[src/rtl/icache_tag_ctrl.sv]
// Direct-mapped instruction-cache tag controller: external 1W/1R tag RAM, valid bits in flops,
// one outstanding refill. Define ICACHE_FLUSH_EN to add the flush port and pending-flush logic.
module icache_tag_ctrl #(
  parameter int TAG_WIDTH    = 20,
  parameter int INDEX_WIDTH  = 8,
  parameter int OFFSET_WIDTH = 4
) (
  input  logic                   clk,
  input  logic                   rst_n,
  input  logic                   req_valid,
  output logic                   req_ready,
  input  logic [31:0]            req_addr,
  output logic                   resp_valid,
  output logic                   resp_hit,
  output logic [31:0]            resp_addr,
  output logic                   refill_req,
  output logic [31:0]            refill_addr,
  input  logic                   refill_ack,
  output logic                   tag_csb0,
  output logic [INDEX_WIDTH-1:0] tag_addr0,
  output logic [TAG_WIDTH-1:0]   tag_din0,
  output logic                   tag_csb1,
  output logic [INDEX_WIDTH-1:0] tag_addr1,
  input  logic [TAG_WIDTH-1:0]   tag_dout1
`ifdef ICACHE_FLUSH_EN
  ,
  input  logic                   flush
`endif
);

  localparam int ADDR_WIDTH = 32;
  localparam int NUM_SETS   = 1 << INDEX_WIDTH;

  typedef enum logic [1:0] {
    IDLE   = 2'd0,
    LOOKUP = 2'd1,
    REFILL = 2'd2,
    FILL   = 2'd3
  } state_t;

  state_t                  state_reg;
  state_t                  state_next;
  logic [ADDR_WIDTH-1:0]   addr_reg;
  logic [NUM_SETS-1:0]     valid_reg;

  logic [TAG_WIDTH-1:0]    lat_tag;
  logic [INDEX_WIDTH-1:0]  lat_index;
  logic [INDEX_WIDTH-1:0]  req_index;
  logic                    flush_apply;
  logic                    accept;
  logic                    lookup_hit;
  logic                    fill_en;

  assign lat_tag   = addr_reg[ADDR_WIDTH-1 -: TAG_WIDTH];
  assign lat_index = addr_reg[OFFSET_WIDTH +: INDEX_WIDTH];
  assign req_index = req_addr[OFFSET_WIDTH +: INDEX_WIDTH];

  // A flush due in IDLE takes the whole cycle, so no request is accepted alongside it.
  assign accept     = (state_reg == IDLE) && !flush_apply && req_valid;
  assign lookup_hit = valid_reg[lat_index] && (tag_dout1 == lat_tag);
  assign fill_en    = (state_reg == FILL);

`ifdef ICACHE_FLUSH_EN
  logic flush_pending_reg;

  assign flush_apply = (state_reg == IDLE) && (flush || flush_pending_reg);

  always_ff @(posedge clk or negedge rst_n) begin
    if (!rst_n) begin
      flush_pending_reg <= 1'b0;
    end else if (flush_apply) begin
      flush_pending_reg <= 1'b0;
    end else if (flush) begin
      flush_pending_reg <= 1'b1;
    end
  end
`else
  assign flush_apply = 1'b0;
`endif

  always_ff @(posedge clk or negedge rst_n) begin
    if (!rst_n) begin
      state_reg <= IDLE;
    end else begin
      state_reg <= state_next;
    end
  end

  always_ff @(posedge clk or negedge rst_n) begin
    if (!rst_n) begin
      addr_reg <= '0;
    end else if (accept) begin
      addr_reg <= req_addr;
    end
  end

  genvar gi;
  generate
    for (gi = 0; gi < NUM_SETS; gi++) begin : g_valid
      logic v_reg;
      always_ff @(posedge clk or negedge rst_n) begin
        if (!rst_n) begin
          v_reg <= 1'b0;
        end else if (flush_apply) begin
          v_reg <= 1'b0;
        end else if (fill_en && (lat_index == INDEX_WIDTH'(gi))) begin
          v_reg <= 1'b1;
        end
      end
      assign valid_reg[gi] = v_reg;
    end
  endgenerate

  always_comb begin
    state_next = state_reg;
    case (state_reg)
      IDLE:    if (accept) state_next = LOOKUP;
      LOOKUP:  state_next = lookup_hit ? IDLE : REFILL;
      REFILL:  if (refill_ack) state_next = FILL;
      FILL:    state_next = IDLE;
      default: state_next = IDLE;
    endcase
  end

  always_comb begin
    req_ready  = 1'b0;
    resp_valid = 1'b0;
    resp_hit   = 1'b0;
    refill_req = 1'b0;
    tag_csb0   = 1'b1;
    tag_csb1   = 1'b1;
    case (state_reg)
      IDLE: begin
        req_ready = !flush_apply;
        tag_csb1  = !accept;
      end
      LOOKUP: begin
        resp_valid = lookup_hit;
        resp_hit   = lookup_hit;
      end
      REFILL: begin
        refill_req = 1'b1;
      end
      FILL: begin
        tag_csb0   = 1'b0;
        resp_valid = 1'b1;
      end
      default: begin
        req_ready = 1'b0;
      end
    endcase
  end

  // Read index follows the request port so the RAM read launches in the accept cycle.
  assign tag_addr1   = req_index;
  assign tag_addr0   = lat_index;
  assign tag_din0    = lat_tag;
  assign resp_addr   = addr_reg;
  assign refill_addr = {addr_reg[ADDR_WIDTH-1:OFFSET_WIDTH], {OFFSET_WIDTH{1'b0}}};

endmodule
[config.mk]
export PLATFORM = sky130hd
export DESIGN_NAME = icache_tag_ctrl
export DESIGN_NICKNAME = d
export VERILOG_FILES = /design/src/rtl/icache_tag_ctrl.sv
export SDC_FILE = /design/constraint.sdc
export NUM_CORES = 1
export LEC_CHECK = 0
export ABC_AREA = 1
export BUFFER_PORTS_ARGS = -buffer_cell sky130_fd_sc_hd__buf_4
export CORE_MARGIN = 2
export CORE_UTILIZATION = 40
export DETAILED_ROUTE_END_ITERATION = 10
export HOLD_SLACK_MARGIN = 0.1
export PLACE_DENSITY = 0.65
export SYNTH_ARGS = -nofsm -noshare
export SYNTH_HDL_FRONTEND = slang
export SYNTH_SLANG_ARGS = --single-unit
[constraint.sdc]
create_clock -name clk -period 2.2 [get_ports clk]
set_clock_uncertainty 0.1 [all_clocks]
set_input_delay 0.33 -clock clk [delete_from_list [all_inputs] [get_ports clk]]
set_output_delay 0.33 -clock clk [all_outputs]
set_load 0.01 [all_outputs]
---- Word level (Yosys, flattened, before mapping) ----
Index checks and enable logic that the tools add are counted.
word-level totals
  output and inout bits ................... 106
  bits in writable memories ............... 0
  bits in latches ......................... 0
  register bits ........................... 290
  input bits .............................. 56
  memories kept ........................... 0
  word-level logic and storage cells ...... 794
  memory bits (read-only) ................. 0
cells by class
  bitwise operators ....................... 0
  multiply operators ...................... 0
  shift operators ......................... 0
  equal/unequal tests ..................... 261
  div/mod/pow operators ................... 0
  muxes and demuxes ....................... 12
  add/sub/neg operators ................... 0
  $lt $le $gt $ge ......................... 1
  reduce and logical (&&, ||, !) cells .... 262
operator list
  cell                                                 number
  == test 8 bit (second input constant)                128
  == test 8 x 7 -> 1 bit (second input constant)       64
  logical AND 1 bit                                    258
  == test 8 x 6 -> 1 bit (second input constant)       32
  == test 8 x 5 -> 1 bit (second input constant)       16
  == test 8 x 4 -> 1 bit (second input constant)       8
  == test 8 x 3 -> 1 bit (second input constant)       4
  == test 20 bit                                       1
  == test 8 x 2 -> 1 bit (second input constant)       2
  < comparator 8 x 9 -> 1 bit (second input constant)  1
  binary-select mux 1 bit (select 8 bit)               1
  == test 8 x 1 -> 1 bit (second input constant)       1
  logical NOT 8 bit                                    1
  one-hot mux 2 bit (4 select lines)                   1
  2-to-1 mux 1 bit                                     6
  2-to-1 mux 2 bit                                     3
  == test 2 bit (second input constant)                2
  != test 2 bit (second input constant)                2
  == test 2 x 1 -> 1 bit (second input constant)       1
  logical NOT 2 bit                                    1
  one-hot mux 1 bit (2 select lines)                   1
  AND reduction 2 bit                                  1
  logical NOT 1 bit                                    1

---- Depth between registers and ports, before layout ----
Gate-level depths: netlist (run 1).
  depth after elaboration ................. 5
  gate-level depth with buffers ........... 18
  gate-level depth less buffers ........... 16

---- Worst setup path before layout (run 1) ----
OpenSTA, ideal clock, no wires.
  kind .................................... reg-to-output
  start ................................... register addr_reg[5] (netlist: resp_addr[5])
  end ..................................... output resp_hit
  required time ........................... 1.770 ns
  stages on the path, launching flop included .. 17
  path buffers ............................ 3
  path slack .............................. -0.028 ns
  data arrival time ....................... 1.798 ns
  cells stage by stage .................... dfrtp_1 -> buf_4 -> inv_2 -> buf_2 -> buf_2 -> nand2_1 -> nand2_1 -> nand2_1 -> nand2_1 -> o21ai_0 -> nand2_1 -> nor2_1 -> nor2_1 -> nor2_1 -> nand2_1 -> nand2_1 -> nor2_1
on the way
  longest elaborated chain between the ends .. 4
RTL lines
  element                                 RTL line  RTL
  start: declaration                      43        logic [ADDR_WIDTH-1:0] addr_reg;
  start signal: assignment                93        addr_reg <= req_addr;
  binary-select mux 1 bit (select 8 bit)  60        assign lookup_hit = valid_reg[lat_index] && (tag_dout1 == lat_tag);
  2-to-1 mux 1 bit (implied by the code)  60
  logical AND 1 bit                       60
  2-to-1 mux 1 bit                        132       case (state_reg)
  end: declaration                        14        output logic resp_hit,
No other way between the ends. The select of a mux whose other input is x is not followed.

---- Worst setup path after layout (run 1) ----
  start ................................... register addr_reg[4] (netlist: resp_addr[4])
  end ..................................... output resp_hit
Same word-level chain as after synthesis.

==> results of run 1 <==
## synth_stat cells, types with 2 or more instances
cell / count
nand2_1: 490
dfrtp_1: 290
o21ai_0: 187
inv_1: 179
o21bai_1: 155
nor2_1: 103
buf_4: 73
clkbuf_1: 37
buf_2: 32
o21ai_1: 26
mux2_2: 20
a21oi_1: 18
xor2_1: 10
buf_1: 6
nor4_1: 6
nand3_1: 3
nand4_1: 3
nor3b_1: 3
buf_6: 2
inv_2: 2
nor3_1: 2
or2_2: 2
## tightest hold or removal path, delay by kind of cell
| kind | cells | cell delay (ns) |
|---|---|---|
| compound gates | 1 | 0.05 |
| simple gates | 2 | 0.25 |
| buf+inv | 1 | 0.08 |
## placed cells by master, fill, tap and decap left out, drive strengths merged
master	Yosys	routed
xor2	10	10
bufinv	0	4
clkinvlp	0	6
nand2	491	491
a21oi	18	18
nand3	3	3
buf	113	268
or2	2	2
conb	1	4
or4	1	1
nand4	3	3
nor3b	3	3
a2111oi	1	1
nand3b	1	1
o21bai	155	155
dfrtp	290	290
xnor2	1	1
o21ai	213	213
nor2	105	105
nor4	6	6
mux2	20	20
clkbuf	37	53
inv	181	177
dlygate4sd3	0	35
nor3	2	2
clkinv	0	6
## area by class of cell
cell class              count  area, um^2
flip-flops and latches    290        7260
repair buffers            307        2930
well taps                 455         569
clock inverters            12         170
inverters                 181         701
fillers                  3173       16500
clock buffers              49        1010
multi-input cells        1039        5220
## repair_timing
action	CTS	global route
setup endpoints to repair	17	56
hold endpoints to repair	297	0
setup buffers	1	7
cloned	0	5
gates resized for setup	7	99
pin swaps	0	10
hold buffers	35	0
## power breakdown
group | internal (mW) | total [mW] | switching, mW
sequential | 6.57 | 7.45 | 0.884
clock | 3.66 | 5.87 | 2.21
combinational | 3.88 | 8.89 | 5.01
## kinds of logic after synthesis
| kind of cell | count (synthesis) | share of synthesized area |
|---|---|---|
| other cells | 1 | 0.000270 |
| mux | 20 | 0.0162 |
| xor+xnor | 11 | 0.00695 |
| flops | 290 | 0.523 |
| buf+inv | 331 | 0.113 |
| compound gates | 387 | 0.168 |
| simple gates | 617 | 0.172 |
## path summary, 6_finish.rpt
path | startpoint | to | slack [ns] | cells past startpoint
max | resp_addr[4]$_DFFE_PN0P_ | resp_hit | -1.08 | 16
min | req_valid | resp_addr[8]$_DFFE_PN0P_ | 0.14 | 4
max reg2reg | resp_addr[4]$_DFFE_PN0P_ | flop | -0.30 | 17
min reg2reg | g_valid[34].v_reg$_DFFE_PN0P_ | g_valid[34].v_reg$_DFFE_PN0P_ | 0.34 | 2
max in group asynchronous | rst_n | g_valid[240].v_reg$_DFFE_PN0P_ | 1.07 | 3
min in group asynchronous | rst_n | g_valid[55].v_reg$_DFFE_PN0P_ | 0.23 | 2
## stage by stage
stage / power [mW] / hold WS (ns) / cell area, um^2
after floorplan: 12.2 / -0.0656 / 13900
after global placement: 15.6 / 0.182 / 15900
after detailed placement: 15.7 / 0.181 / 15900
after CTS: 21.8 / 0.125 / 17500
after global routing: 23.5 / 0.145 / 17900
final: 22.2 / 0.138 / 17900
## routing by layer
| metal | vias to the layer above | wire, um | track usage |
|---|---|---|---|
| met5 | - | 0 | 0 |
| met1 | 5787 | 17900 | 0.309 |
| li1 | 5533 | - | - |
| met3 | 71 | 2240 | 0.0374 |
| met2 | 331 | 18700 | 0.355 |
| met4 | 0 | 934 | 0.0662 |
==> results.sh, run 1 <==
export IMPL_synthFlopType="dfrtp_1"
export IMPL_synthTopCellsByArea="dfrtp_1 52%, nand2_1 13%, o21bai_1 8.4%"
export IMPL_place_congestion=0.870
export IMPL_crit_path_frequent_cell="nand2_1"
export IMPL_ir_drop_v=0.000754
export IMPL_rows=68
export IMPL_synth_top_cell_by_area="dfrtp_1"
export IMPL_cts_buffers=34
export IMPL_setup_tns_ns=-2.88
export IMPL_initial_utilization=0.403
export IMPL_fin_util=0.520
export IMPL_crit_family="simple AND/OR/NAND/NOR gates"
export IMPL_grt_start_max_net_pins=72
export IMPL_power_density_nw_per_um2=1240
export IMPL_max_freq_mhz=305
export IMPL_path_clk_slew_ns=0.06
export IMPL_drive_gt1_frac=0.222
export IMPL_dieHeight_um=190
export IMPL_drv_cap=0
export IMPL_grt_usage=0.221
export IMPL_violations="setup timing"
export IMPL_dieArea_um2=36200
export IMPL_rsz0062_at_grt="true"
export IMPL_hpwlAfterDp_mm=25.8
export IMPL_antenna_found_initial=0
export IMPL_setup_viol=30
export IMPL_critPathKind="reg2out"
export IMPL_core_area_um2=34400
export IMPL_async_flop_share=1.00
export IMPL_dp_cells=2225
export IMPL_cp_num_buf_inv=3
export IMPL_first_iter_violations=792
export IMPL_firstDrtPassIters=5
export IMPL_htreeDepth=2
export IMPL_routed_wl_mm=39.8
export IMPL_wl_per_cell_um=17.1
export IMPL_largest_reg_flops=256
export IMPL_drc=0
export IMPL_cts_tree="done"
export IMPL_synth_ff_latch_count=290
export IMPL_die_width_um=190
export IMPL_fin_ws_ns=-1.08
export IMPL_max_slew_worst_pin_slew_ns=0.618
export IMPL_arrival_ns=2.85
export IMPL_drt_vias_per_instance=5.02
export IMPL_overflow=0
export IMPL_fin_crit_ns=3.28
export IMPL_hold_class="in2reg"
export IMPL_slew_viol_final=0
export IMPL_yosysWarningCount=0
export IMPL_clk_path_buf_depth=3
export IMPL_num_antenna_cells=0
export IMPL_finalHoldViolations=0
export IMPL_root_buffer="clkbuf_16"
export IMPL_worst_setup_path_start_kind="flop"
export IMPL_required_ns=1.77
export IMPL_synthToLayoutAreaGrowth_pct=28.8
export IMPL_cp_max_fo=10
export IMPL_final_antenna_net_count=0
export IMPL_pre_cts_ws_ns=-0.465
export IMPL_avgSynthCellArea_um2=8.37
export IMPL_yosysTopAreaCellShare=0.523
export IMPL_synth_edf_count=0
export IMPL_grt_pass1_wl_mm=63.1
export IMPL_synthesis_area_um2=13900
export IMPL_cts_sinks=290
export IMPL_crit_slowest_cell="dfrtp_4"
export IMPL_p_leak_nw=8.63
export IMPL_port_buffers=157
export IMPL_final_cells=2333
export IMPL_ys_seq_area_frac=0.523
export IMPL_end_kind="output port"
export IMPL_slew_headroom=0.588
export IMPL_first_global_vias=11800
export IMPL_dr_total_vias=11700
export IMPL_status="finished with violations"
export IMPL_cpPeakStageDelay_ns=0.56
export IMPL_synth_cell_types=30
export IMPL_post_route_period_util=1.49
export IMPL_insertion_delay_ns=0.51
export IMPL_nNetsFinal=1909
export IMPL_pin_count=162
export IMPL_crit_chain="clkbuf_16 -> buf_4 -> o21ai_0 -> nand2_1 -> nand2_1 -> nand2_1 -> nand2_1 -> o21ai_1 -> nand2_1 -> nor2_1 -> nor2_1 -> nor2_1 -> nand2_2 -> nand2_2 -> nor2_2 -> buf_4"
export IMPL_synth_cells=1657
(Power assumes the default switching activity.)
==> run 2, diff against run 1 <==
--- a/config.mk
+++ b/config.mk
@@ -8,10 +8,10 @@
 export ABC_AREA = 1
 export BUFFER_PORTS_ARGS = -buffer_cell sky130_fd_sc_hd__buf_4
 export CORE_MARGIN = 2
-export CORE_UTILIZATION = 40
+export CORE_UTILIZATION = 35
 export DETAILED_ROUTE_END_ITERATION = 10
 export HOLD_SLACK_MARGIN = 0.1
-export PLACE_DENSITY = 0.65
+export PLACE_DENSITY = 0.59
 export SYNTH_ARGS = -nofsm -noshare
 export SYNTH_HDL_FRONTEND = slang
 export SYNTH_SLANG_ARGS = --single-unit
==> run 2 against run 1 <==
  * The run still ends with setup timing left
  * Global-route usage shrank 2.2 points
  * Maximum frequency rose by 2.2%
  * Wire length is 3.1% higher
  * Via count is 1.5% lower
  * Sequential share of layout area is 0.92 points lower
  * Critical path type unchanged
  * Highest routed layer unchanged
==> results.sh, run 2 (same netlist as run 1, synthesis figures left out) <==
export IMPL_n_fill_cell=3685
export IMPL_post_route_period_util=1.46
export IMPL_core_area_um2=38900
export IMPL_die_width_um=203
export IMPL_cts_tree="done"
export IMPL_drv_cap=0
export IMPL_final_antenna_net_count=0
export IMPL_max_freq_mhz=311
export IMPL_cts_buffers=34
export IMPL_cp_max_fo=9
export IMPL_path_clk_slew_ns=0.06
export IMPL_max_slew_worst_pin_slew_ns=0.667
export IMPL_setup_viol=61
export IMPL_dr_total_vias=11500
export IMPL_crit_slowest_cell="dfrtp_4"
export IMPL_dieHeight_um=203
export IMPL_antenna_found_initial=0
export IMPL_arrival_ns=2.78
export IMPL_ir_drop_v=0.000910
export IMPL_htreeDepth=2
export IMPL_critPathKind="reg2out"
export IMPL_status="finished with violations"
export IMPL_crit_path_frequent_cell="nand2_1"
export IMPL_rows=72
export IMPL_nNetsFinal=1915
export IMPL_power_density_nw_per_um2=1240
export IMPL_num_antenna_cells=0
export IMPL_p_leak_nw=8.77
export IMPL_violations="setup timing"
export IMPL_mostFrequentLayoutCells="472 x nand2_1, 288 x dfrtp_1, 215 x buf_4"
export IMPL_pin_count=162
export IMPL_rsz0062_at_grt="true"
export IMPL_first_iter_violations=715
export IMPL_fin_ws_ns=-1.01
export IMPL_initial_utilization=0.356
export IMPL_port_buffers=157
export IMPL_finalHoldViolations=0
export IMPL_first_global_vias=11400
export IMPL_slew_headroom=0.555
export IMPL_dieArea_um2=41200
export IMPL_fin_crit_ns=3.21
export IMPL_grt_usage=0.199
export IMPL_slew_viol_final=0
export IMPL_insertion_delay_ns=0.54
export IMPL_firstDrtPassIters=5
export IMPL_cpPeakStageDelay_ns=0.58
export IMPL_largest_reg_flops=256
export IMPL_crit_family="simple AND/OR/NAND/NOR gates"
export IMPL_hold_class="in2reg"
export IMPL_worst_setup_path_start_kind="flop"
export IMPL_final_common_cell="nand2_1"
export IMPL_hpwlAfterDp_mm=25.9
export IMPL_fin_util=0.470
export IMPL_routed_wl_mm=41.1
export IMPL_wl_per_cell_um=17.1
export IMPL_place_congestion=0.851
export IMPL_synthToLayoutAreaGrowth_pct=31.8
export IMPL_cts_sinks=290
export IMPL_end_kind="output port"
export IMPL_required_ns=1.77
export IMPL_grt_start_max_net_pins=69
export IMPL_drt_vias_per_instance=4.81
export IMPL_totalPowerFinal_mw=22.7
export IMPL_drc=0
export IMPL_cp_num_buf_inv=3
export IMPL_drive_gt1_frac=0.235
export IMPL_crit_chain="buf_12 -> buf_12 -> nand2_1 -> o21ai_0 -> nand2_1 -> nand2_1 -> nand2_1 -> nand2_1 -> o21ai_2 -> nand2_1 -> nor2_2 -> nor2_1 -> nor2_1 -> nand2_2 -> nand2_2 -> nand2_2 -> buf_6"
export IMPL_overflow=0
export IMPL_root_buffer="clkbuf_16"
export IMPL_grt_pass1_wl_mm=64.5
export IMPL_clk_path_buf_depth=3
[run 2: cell types whose count changed in the layout (fill, tap and decap cells not counted), moves of 4 or more]
cell        before  now
o21ai_0        149  122
o21ai_2         28   44
o21ai_1         36   46
buf_12          34   40
buf_6            5   12
buf_4          227  215
clkinvlp_4       6    2
[run 2: area by class of cell]
class,instances,area [um^2],area share
Clock buffer,49,1010,0.0552
Clock inverter,12,185,0.0101
Inverter,181,683,0.0374
Multi-Input combinational cell,1039,5320,0.291
Sequential cell,290,7260,0.397
Tap cell,518,648,0.0355
Timing Repair Buffer,313,3170,0.174
[run 2: routing by layer]
| metal | global-route usage | wire (um) |
|---|---|---|
| met1 | 0.273 | 18700 |
| met2 | 0.324 | 19100 |
| met3 | 0.0332 | 2110 |
| met4 | 0.0626 | 1220 |
| met5 | 0 | 0 |
[run 2: stage by stage]
stage | setup TNS, ns | cell area [um^2] | setup WS [ns] | instances | hold WS [ns]
final | -5.65 | 18300 | -1.01 | 2402 | 0.122
after detailed placement | -1.33 | 16100 | -0.551 | 2285 | 0.222
after CTS | -3.87 | 18000 | -1.02 | 2399 | 0.107
after global routing | -11.08 | 18300 | -1.19 | 2402 | 0.139
after global placement | -1.47 | 16100 | -0.616 | 2285 | 0.222
after floorplan | -0.0193 | 13900 | -0.0193 | 1660 | -0.0656
[run 2: timing repair]
item,CTS,global route
setup buffers,14,4
gates resized for setup,90,77
endpoints found under the setup margin,29,74
hold buffers,35,0
pin swaps,20,23
endpoints found under the hold margin,253,0
gates cloned,5,3
[run 2: worst register-to-register path, cell delays in order, from the launching register on]
cell and delay (ns):
dfrtp_4 0.58, buf_12 0.19, buf_12 0.14, nand2_1 0.05
o21ai_0 0.08, nand2_1 0.07, nand2_1 0.05, nand2_1 0.05
nand2_1 0.07, o21ai_2 0.15, nand2_1 0.08, nor2_2 0.14
nor2_1 0.05, nor2_1 0.12, nand2_2 0.12, buf_4 0.15
nand2_1 0.05, nand2_1 0.05, nand2_1 0.05
[run 2: path summary, 6_finish.rpt]
check	start	slack (ns)	to	depth (start not counted)
max in group asynchronous	rst_n	0.96	g_valid[190].v_reg$_DFFE_PN0P_	3
max	resp_addr[4]$_DFFE_PN0P_	-1.01	resp_valid	17
min reg2reg	g_valid[230].v_reg$_DFFE_PN0P_	0.34	g_valid[230].v_reg$_DFFE_PN0P_	2
min in group asynchronous	rst_n	0.24	g_valid[18].v_reg$_DFFE_PN0P_	2
min	req_valid	0.12	resp_addr[10]$_DFFE_PN0P_	4
max reg2reg	resp_addr[4]$_DFFE_PN0P_	-0.20	flop	18
[run 2: power by group]
part	switching (mW)	leakage (nW)	internal [mW]
clock network	2.25	0.586	3.67
registers	0.883	3.94	6.57
logic	5.15	4.25	4.21
total	8.28	8.77	14.4
==> run 3, diff against run 2 <==
--- a/config.mk
+++ b/config.mk
@@ -8,10 +8,10 @@
 export ABC_AREA = 1
 export BUFFER_PORTS_ARGS = -buffer_cell sky130_fd_sc_hd__buf_4
 export CORE_MARGIN = 2
-export CORE_UTILIZATION = 35
+export CORE_UTILIZATION = 29
 export DETAILED_ROUTE_END_ITERATION = 10
 export HOLD_SLACK_MARGIN = 0.1
-export PLACE_DENSITY = 0.59
+export PLACE_DENSITY = 0.52
 export SYNTH_ARGS = -nofsm -noshare
 export SYNTH_HDL_FRONTEND = slang
 export SYNTH_SLANG_ARGS = --single-unit
==> constraint.sdc (replaced) <==
create_clock -name clk -period 2.2 [get_ports clk]
set_clock_uncertainty 0.1 [all_clocks]
set_input_delay 0.66 -clock clk [delete_from_list [all_inputs] [get_ports clk]]
set_output_delay 0.66 -clock clk [all_outputs]
set_load 0.01 [all_outputs]
==> run 3 against run 2 <==
  * The flow still finishes with violations (setup timing)
  * Combinational power increased by 4.5%
  * First-iteration DRC count decreased by 7.6%
  * Flip-flop and latch count unchanged
  * Global-route usage decreased by 3.2 points
  * Core utilization decreased by 8.9 points
  * Sequential power decreased by 2%
  * Via count decreased by 0.57%
  * Clock power increased by 1%
  * Critical path type unchanged
  * Largest power group unchanged
==> results.sh, run 3 (same netlist as run 1, synthesis figures left out) <==
export IMPL_first_global_vias=11600
export IMPL_num_antenna_cells=0
export IMPL_ir_drop_v=0.000863
export IMPL_worstReg2RegStart="resp_addr[4]$_DFFE_PN0P_"
export IMPL_grt_pass1_wl_mm=65.6
export IMPL_cts_buffers=35
export IMPL_max_slew_worst_pin_slew_ns=0.646
export IMPL_final_cell_area_um2=18100
export IMPL_port_buffers=157
export IMPL_power_density_nw_per_um2=1280
export IMPL_setup_viol=6
export IMPL_first_iter_violations=661
export IMPL_htreeDepth=2
export IMPL_setup_tns_ns=-3.97
export IMPL_place_congestion=0.842
export IMPL_drive_gt1_frac=0.237
export IMPL_critPathKind="reg2out"
export IMPL_fin_crit_ns=3.52
export IMPL_finalHoldViolations=0
export IMPL_antenna_found_initial=0
export IMPL_slew_viol_final=0
export IMPL_wl_per_cell_um=16.6
export IMPL_dieHeight_um=223
export IMPL_cts_tree="done"
export IMPL_pin_count=162
export IMPL_violations="setup timing"
export IMPL_path_clk_slew_ns=0.06
export IMPL_hold_depth=3
export IMPL_whs_endpoint="state_reg[0]$_DFFE_PN0P_"
export IMPL_dp_cells=2421
export IMPL_grt_usage=0.168
export IMPL_largest_reg_flops=256
export IMPL_hpwlAfterDp_mm=27.1
export IMPL_nNetsFinal=1925
export IMPL_post_dp_cell_area_um2=16300
export IMPL_overflow=0
export IMPL_n_fill_cell=4863
export IMPL_r2r_worst_path_cells=29
export IMPL_firstDrtPassIters=5
export IMPL_dr_total_vias=11500
export IMPL_arrival_ns=2.76
export IMPL_final_cells=2509
export IMPL_final_common_cell="nand2_1"
export IMPL_grt_start_max_net_pins=61
export IMPL_cp_max_fo=6
export IMPL_rrSetupSlack_ns=-1.19
export IMPL_rows=80
export IMPL_worst_setup_path_start_kind="flop"
export IMPL_root_buffer="clkbuf_16"
export IMPL_fin_ws_ns=-1.32
export IMPL_final_antenna_net_count=0
export IMPL_hp_start="refill_ack"
export IMPL_core_area_um2=47400
export IMPL_slew_headroom=0.569
export IMPL_max_freq_mhz=284
export IMPL_initial_utilization=0.292
export IMPL_mostFrequentLayoutCells="478 x nand2_1, 286 x dfrtp_1, 266 x buf_4"
export IMPL_required_ns=1.44
export IMPL_p_leak_nw=8.75
export IMPL_hold_class="in2reg"
export IMPL_status="finished with violations"
export IMPL_cts_sinks=290
export IMPL_drc=0
export IMPL_routed_wl_mm=41.6
export IMPL_rsz0062_at_grt="true"
export IMPL_drv_cap=0
export IMPL_pre_cts_ws_ns=-0.902
export IMPL_end_kind="output port"
export IMPL_drt_vias_per_instance=4.57
export IMPL_synthToLayoutAreaGrowth_pct=30.4
export IMPL_die_width_um=223
export IMPL_clk_path_buf_depth=3
export IMPL_insertion_delay_ns=0.52
export IMPL_fin_util=0.381
export IMPL_dieArea_um2=49600
export IMPL_post_route_period_util=1.60
## run 3: changes by cell type in the layout (fill, tap and decap cells not counted), sizes merged
cell / previous run / this run
buf: 273 / 319
clkinv: 7 / 10
bufinv: 4 / 3
clkbuf: 53 / 50
dlygate4sd3: 35 / 1
bufbuf: 1 / 0
## run 3: critical path, cell delays in order, from the launching register on
cell and delay (ns):
dfrtp_4 0.50, buf_12 0.16, buf_12 0.14, clkbuf_16 0.15, o21ai_0 0.17, nand2_1 0.08
nand2_1 0.07, nand2_1 0.06, nand2_2 0.10, o21ai_2 0.07, nand2_2 0.12, nor2_2 0.05
nor2_1 0.11, nor2_1 0.07, nand2_2 0.11, nand2_4 0.07, nor2_2 0.08, buf_4 0.12
## run 3: area by class of cell
| class | instances | area, um^2 | share of cell area |
|---|---|---|---|
| repair buffers | 322 | 2980 | 0.165 |
| clock inverters | 14 | 151 | 0.00837 |
| clock buffers | 48 | 1060 | 0.0585 |
| multi-input cells | 1039 | 5180 | 0.286 |
| well taps | 615 | 769 | 0.0426 |
| inverters | 181 | 686 | 0.0379 |
| flip-flops and latches | 290 | 7260 | 0.402 |
## run 3: stage by stage
| step | total power, mW | hold WS (ns) |
|---|---|---|
| finish | 23.1 | 0.240 |
| global route | 24.4 | 0.228 |
| CTS | 23.1 | 0.219 |
| detailed placement | 16.2 | 0.341 |
| global placement | 16.1 | 0.335 |
| floorplan | 12.4 | 0.264 |
## run 3: power by group
| group | total [mW] | internal, mW | switching (mW) |
|---|---|---|---|
| logic | 9.78 | 4.46 | 5.32 |
| clock network | 6.00 | 3.71 | 2.29 |
| registers | 7.30 | 6.57 | 0.724 |
| total | 23.1 | 14.7 | 8.33 |
## run 3: worst max path at each step
stage / cells after the start / slack, ns / start / endpoint
floorplan: 15 / -0.23 / resp_addr[4]$_DFFE_PN0P_ / resp_hit
global placement: 16 / -0.91 / resp_addr[4]$_DFFE_PN0P_ / resp_valid
detailed placement: 17 / -0.90 / resp_addr[4]$_DFFE_PN0P_ / resp_valid
CTS: 17 / -1.28 / resp_addr[4]$_DFFE_PN0P_ / resp_hit
global route: 18 / -1.45 / resp_addr[4]$_DFFE_PN0P_ / resp_hit
finish: 17 / -1.32 / resp_addr[4]$_DFFE_PN0P_ / resp_hit
## run 3: routing by layer
layer,vias up,part of all wire,GRT usage
met5,-,0,0
met4,0,0.031,0.0611
met3,75,0.045,0.0266
met2,269,0.46,0.271
met1,5557,0.46,0.227
li1,5575,-,-
## run 3: what timing repair did
item	CTS	global route
hold endpoints to repair	26	0
setup endpoints to repair	9	46
hold buffers	1	0
setup buffers	16	4
resized for setup	52	47
pin swaps	2	15
gates cloned	4	3
